$ cat src/rtl/ibex_fetch_align_fifo.sv
// Instruction fetch FIFO with half-word aligner.
// Word-aligned fetch responses are stored in a small shift FIFO (entry 0 is the
// head). The output side presents one 16-bit or 32-bit instruction per
// handshake, stitching unaligned 32-bit instructions across two words.
module ibex_fetch_align_fifo #(
   parameter int NUM_REQS = 2,
   parameter bit RV32C    = 1'b1,
   parameter bit BYPASS   = 1'b1,
   localparam int DEPTH   = NUM_REQS + 1,
   localparam int LW      = $clog2(DEPTH + 1)
) (
   input  logic          clk_i,
   input  logic          rst_ni,
   input  logic          clear_i,
   input  logic          in_valid_i,
   output logic          in_ready_o,
   input  logic [31:0]   in_addr_i,
   input  logic [31:0]   in_rdata_i,
   input  logic          in_err_i,
   output logic          out_valid_o,
   input  logic          out_ready_i,
   output logic [31:0]   out_addr_o,
   output logic [31:0]   out_rdata_o,
   output logic          out_err_o,
   output logic          out_err_plus2_o,
   output logic [LW-1:0] level_o
);

   logic [DEPTH-1:0] valid_q, valid_d, shifted, lower, wr;
   logic [31:0]      rdata_q [DEPTH];
   logic [31:0]      rdata_shift [DEPTH];
   logic [DEPTH-1:0] err_q;
   logic [31:1]      addr_q, addr_d;

   logic [31:0] head_rdata;
   logic        head_valid, head_err;
   logic [15:0] next_half;
   logic        next_valid, next_err;
   logic        unaligned, compressed, handshake, pop, push;

   // bit 0 of the restart address is meaningless for a half-word aligned PC
   logic unused_in_addr0;
   assign unused_in_addr0 = in_addr_i[0];

   // head word and the word after it, from storage or the bypass path
   always_comb begin
      head_rdata = valid_q[0] ? rdata_q[0] : in_rdata_i;
      head_valid = valid_q[0] | (BYPASS & in_valid_i);
      head_err   = valid_q[0] ? err_q[0] : (BYPASS & in_valid_i & in_err_i);
      next_half  = valid_q[1] ? rdata_q[1][15:0] : in_rdata_i[15:0];
      next_valid = valid_q[1] | (BYPASS & valid_q[0] & in_valid_i);
      next_err   = valid_q[1] ? err_q[1] : (BYPASS & valid_q[0] & in_valid_i & in_err_i);
   end

   // instruction decode: alignment, length, output valid/data/errors, pop
   always_comb begin
      unaligned = RV32C & addr_q[1];
      if (unaligned) begin
         compressed  = RV32C & (head_rdata[17:16] != 2'b11);
         out_rdata_o = {next_half, head_rdata[31:16]};
      end else begin
         compressed  = RV32C & (head_rdata[1:0] != 2'b11);
         out_rdata_o = head_rdata;
      end
      out_valid_o     = (unaligned & ~compressed) ? (head_valid & next_valid) : head_valid;
      out_err_o       = head_err | (unaligned & ~compressed & next_err);
      out_err_plus2_o = unaligned & ~compressed & next_err & ~head_err;
      handshake       = out_valid_o & out_ready_i;
      // an aligned compressed instruction leaves the upper half in the head word
      pop             = handshake & (unaligned | ~compressed);
      // a bypassed word consumed entirely in the same cycle is not stored
      push            = in_valid_i & ~(pop & ~valid_q[0]);
   end

   // shift-down on pop, then write the incoming word into the lowest free slot
   always_comb begin
      shifted = pop ? (valid_q >> 1) : valid_q;
      lower   = {shifted[DEPTH-2:0], 1'b1};
      wr      = push ? (~shifted & lower) : '0;
      valid_d = clear_i ? '0 : (shifted | wr);
      for (int i = 0; i < DEPTH - 1; i++) begin
         rdata_shift[i] = rdata_q[i+1];
      end
      rdata_shift[DEPTH-1] = rdata_q[DEPTH-1];
   end

   // next instruction address; 31-bit arithmetic wraps naturally
   always_comb begin
      addr_d = addr_q;
      if (clear_i) begin
         addr_d = in_addr_i[31:1];
      end else if (handshake) begin
         addr_d = addr_q + (compressed ? 31'd1 : 31'd2);
      end
      if (!RV32C) begin
         addr_d[1] = 1'b0;
      end
   end

   // valid bits and address register
   always_ff @(posedge clk_i or negedge rst_ni) begin
      if (!rst_ni) begin
         valid_q <= '0;
         addr_q  <= '0;
      end else begin
         valid_q <= valid_d;
         addr_q  <= addr_d;
      end
   end

   // data and error storage, only enabled on push or shift
   always_ff @(posedge clk_i) begin
      for (int i = 0; i < DEPTH; i++) begin
         if (wr[i]) begin
            rdata_q[i] <= in_rdata_i;
            err_q[i]   <= in_err_i;
         end else if (pop) begin
            rdata_q[i] <= rdata_shift[i];
            err_q[i]   <= (i < DEPTH - 1) ? err_q[(i < DEPTH - 1) ? i + 1 : i] : err_q[i];
         end
      end
   end

   // occupancy count
   always_comb begin
      level_o = '0;
      for (int i = 0; i < DEPTH; i++) begin
         level_o = level_o + LW'(valid_q[i]);
      end
   end

   assign in_ready_o = ~valid_q[DEPTH-NUM_REQS];
   assign out_addr_o = {addr_q, 1'b0};

   // the prefetcher must never deliver a response with no free slot
   always @(posedge clk_i) begin
      if (rst_ni) begin
         no_overflow: assert (!(in_valid_i && valid_q[DEPTH-1] && !clear_i));
      end
   end

endmodule
$ cat config.mk
export PLATFORM = sky130hd
export DESIGN_NAME = ibex_fetch_align_fifo
export DESIGN_NICKNAME = d
export VERILOG_FILES = /design/src/rtl/ibex_fetch_align_fifo.sv
export SDC_FILE = /design/constraint.sdc
export NUM_CORES = 1
export LEC_CHECK = 0
export CAP_MARGIN = 5
export CORE_MARGIN = 2
export CORE_UTILIZATION = 36
export DETAILED_ROUTE_END_ITERATION = 16
export PLACE_DENSITY_LB_ADDON = 0.2
export SYNTH_ARGS = -nofsm -noshare
export SYNTH_HDL_FRONTEND = slang
export SYNTH_SLANG_ARGS = --single-unit
$ cat constraint.sdc
create_clock -name clk_i -period 7.1 [get_ports clk_i]
set_clock_uncertainty 0.15 [all_clocks]
set_input_delay 1.065 -clock clk_i [delete_from_list [all_inputs] [get_ports clk_i]]
set_output_delay 1.065 -clock clk_i [all_outputs]
set_load 0.02 [all_outputs]
==> impl_metrics.csv <==
group,metric,value,unit
status,status,"finished clean",
global_routing,grtUsageMet1,0.2283,
layout,nets,738,
drt,wl,17210,um
setup_path,cp-end-kind,"primary output",
layout,fillers,1683,
setup_path,cp_num_buf_inv,4,
global_routing,antenna_found_initial,0,
drt,first_iter_violations,257,
layout,post-route-util,0.4837,
setup_path,max_stage_delay,0.60,ns
logic_synthesis,ys_seq_area_frac,0.5516,
clocking,numCtsBuffers,17,
sta,hold_violations,0,
flow_run,maxCapViolCount,0,
setup_path,critPathRequiredTime,5.88,ns
logic_synthesis,avgSynthCellArea,12.93,um2
power,peakVddDrop,0.1858,mV
logic_synthesis,synthArstFlopShare,0.2556,
logic_synthesis,ys_warn_count,0,
logic_synthesis,ys_types,52,
clocking,clock_latency,0.42,ns
setup_path,cp_cell_sequence,"clkdlybuf4s50_1, nor2b_1, a211oi_1, a21oi_1, nand2_1, inv_1, ha_1, nor2b_1, maj3_2, inv_1, clkdlybuf4s50_1",
global_routing,grt_max_degree,61,
placement,place_congestion,0.8121,
drt,vias,4871,
sta,post-route-period-util,0.7622,
logic_synthesis,synth-seq-cells,133,
setup_path,worstSetupPathType,"input pin to primary output",
global_routing,grt_pass1_wl,27500,um
die,start_util,0.3681,
drt,antenna_left,0,
global_routing,met2_usage,0.2885,
sta,min_period,5.412,ns
logic_synthesis,synth_flop_cell,"edfxtp_1",
sta,setup_viol,0,
placement,numPortBuffers,137,
global_routing,track_usage,0.1754,
setup_path,crit_family,"buffers and inverters",
sta,worstMarginPinSlew,1.076,ns
setup_path,worstPathArrival,4.20,ns
sta,setup_ws,1.688,ns
drt,routedWlPerCell,18.42,um
die,dieArea,0.02038,mm2
clocking,h-tree-depth,4,
drt,dr.pass1.iters,4,
drt,drc,0,
logic_synthesis,synth_nets,612,
layout,area_growth,31.39,%
placement,placedCellCount,903,
clocking,clockBufferDepth,2,
sta,rsz0062_at_grt,"no",
power,power_density,276.9,mW/mm2
clocking,root_buffer,"clkbuf_16",
placement,dp_hpwl,11190,um
global_routing,grt.overflow.total,0,
global_routing,grt_pass1_vias,5038,
layout,diodes,0,
die,row_count,50,
layout,multi_input_area,0.002964,mm2
global_routing,use_met3,0.04158,
placement,post-place-ws,1.687,ns
die,die_y,142.8,um
logic_synthesis,synth_cells,536,
die,fp.dieW,142.8,um
sta,finalSetupTns,0,ns
power,leakage,3.126,nW
clocking,cts_tree,"done",
layout,final_cells,934,
clocking,holdBufCountCts,0,
worst_hold_path,hold_path.class,"register to register",
setup_path,crit_path_top_delay_cell,"clkdlybuf4s50_1",
die,core_area,0.01883,mm2
drt,via_per_inst,5.215,
logic_synthesis,synth_area,0.006932,mm2
sta,drv_slew,0,
global_routing,grt-busiest-layer,"met2",
sta,max_slew_margin,0.2807,
clocking,clk_pin_slew_worst_paths,0.06,ns
logic_synthesis,synth-edff-count,99,
clocking,cts_resized,0,
layout,drive_gt1_frac,0.1988,
setup_path,critPathMaxFanout,17,
sta,clock.fmax,184.8,MHz
clocking,post_cts_buffers,0,
die,ios,140,
setup_path,critPathLaunchType,"input pin",
clocking,cts_sinks,133,
layout,final-seq-area,0.003827,mm2
layout by cell type, fill, tap and decap left out, types with 3 or more instances in the layout:
cell type / Yosys / final
nor2_1: 12 / 11
nor3_1: 6 / 6
o21ai_1: 8 / 8
clkbuf_1: 19 / 4
mux4_2: 14 / 14
clkinvlp_4: 0 / 3
dfrtp_2: 0 / 3
nor2b_1: 20 / 20
and3_1: 7 / 7
nor4_1: 11 / 11
mux2_1: 3 / 3
mux2i_1: 17 / 17
xor2_1: 13 / 13
buf_4: 1 / 6
xnor2_1: 16 / 16
inv_1: 7 / 7
nor4_2: 6 / 6
nand3_1: 14 / 14
ha_1: 4 / 4
clkbuf_16: 0 / 17
clkdlybuf4s50_1: 0 / 136
dfrtp_1: 34 / 31
a21oi_1: 24 / 24
edfxtp_1: 99 / 99
o21ai_4: 0 / 4
nand2_1: 39 / 39
mux2_2: 69 / 69
nand4_1: 7 / 7
a211oi_1: 18 / 18
o21ai_0: 21 / 19
and4_1: 3 / 3
sequential cells by signal, indices dropped and copies added, names as in the netlist:
name / count
err_q: 3
addr_q: 31
rdata_q: 96
valid_q: 3
through the flow:
step	total power, mW	instance area, um2	hold WS (ns)
after floorplan	1.414	6932	0.3513
after global placement	1.688	8558	0.3543
after CTS	2.552	9107	0.3834
final	2.522	9107	0.3784
after detailed placement	1.703	8558	0.3632
after global routing	2.637	9107	0.3869
power by group:
part	leakage [nW]	switching, mW	internal, mW
clock	0.258	0.330	0.511
combinational	1.53	0.336	0.304
sequential	1.34	0.0847	0.957
total	3.13	0.751	1.77
routing by layer:
layer | routed length, um | vias up
li1 | - | 2284
met1 | 7780 | 2470
met2 | 8452 | 96
met3 | 705 | 21
met4 | 269 | 0
met5 | 0 | -
path summary, 6_finish.rpt:
| kind | from | end | slack [ns] | cells after the start |
|---|---|---|---|---|
| max in group asynchronous | rst_ni | valid_q[0] | 5.50 | 2 |
| max reg2reg | addr_q[1] | rdata_q[2][13] | 2.55 | 9 |
| min | rdata_q[2][9] | rdata_q[1][9] | 0.38 | 1 |
| min in group asynchronous | rst_ni | addr_q[16] | 0.93 | 2 |
| max | in_rdata_i[0] | out_valid_o | 1.69 | 11 |
| min reg2reg | rdata_q[2][9] | rdata_q[1][9] | 0.38 | 1 |
cell families (layout without fill, tap and decap cells):
group,Yosys count,in the layout,synth area share
other,1,1,0.0005410
xor gates and xnor gates,29,29,0.03664
adders and majority gates,8,8,0.01607
muxes,103,103,0.1870
and+or+nand+nor,136,136,0.1099
DFF,133,133,0.5516
buffers and inverters,44,182,0.02726
AOI/OAI and AO/OA,82,82,0.07094
synthesized netlist by cell type (2+ instances only):
cell | count | area share
a211oi_1 | 18 | 0.019
a21oi_1 | 24 | 0.017
a311oi_1 | 2 | 0.0025
and2_1 | 2 | 0.0018
and3_1 | 7 | 0.0063
and4_1 | 3 | 0.0038
buf_1 | 5 | 0.0027
buf_2 | 9 | 0.0065
clkbuf_1 | 19 | 0.010
dfrtp_1 | 34 | 0.12
edfxtp_1 | 99 | 0.43
fa_1 | 2 | 0.0058
ha_1 | 4 | 0.0072
inv_1 | 7 | 0.0038
mux2_1 | 3 | 0.0049
mux2_2 | 69 | 0.11
mux2i_1 | 17 | 0.025
mux4_2 | 14 | 0.045
nand2_1 | 39 | 0.021
nand2b_1 | 2 | 0.0018
nand3_1 | 14 | 0.010
nand4_1 | 7 | 0.0063
nor2_1 | 12 | 0.0065
nor2b_1 | 20 | 0.018
nor3_1 | 6 | 0.0043
nor4_1 | 11 | 0.0099
nor4_2 | 6 | 0.011
nor4b_1 | 2 | 0.0025
o21ai_0 | 21 | 0.015
o21ai_1 | 8 | 0.0058
o21ai_2 | 2 | 0.0025
xnor2_1 | 16 | 0.020
xor2_1 | 13 | 0.016
area by class of cell:
type	instances	area share
Clock buffer	21	0.04836
Clock inverter	10	0.01195
Inverter	8	0.003297
Multi-Input combinational cell	359	0.3255
Tap cell	260	0.03572
Sequential cell	133	0.4203
Timing Repair Buffer	143	0.1550
(Power assumes the default switching activity.)
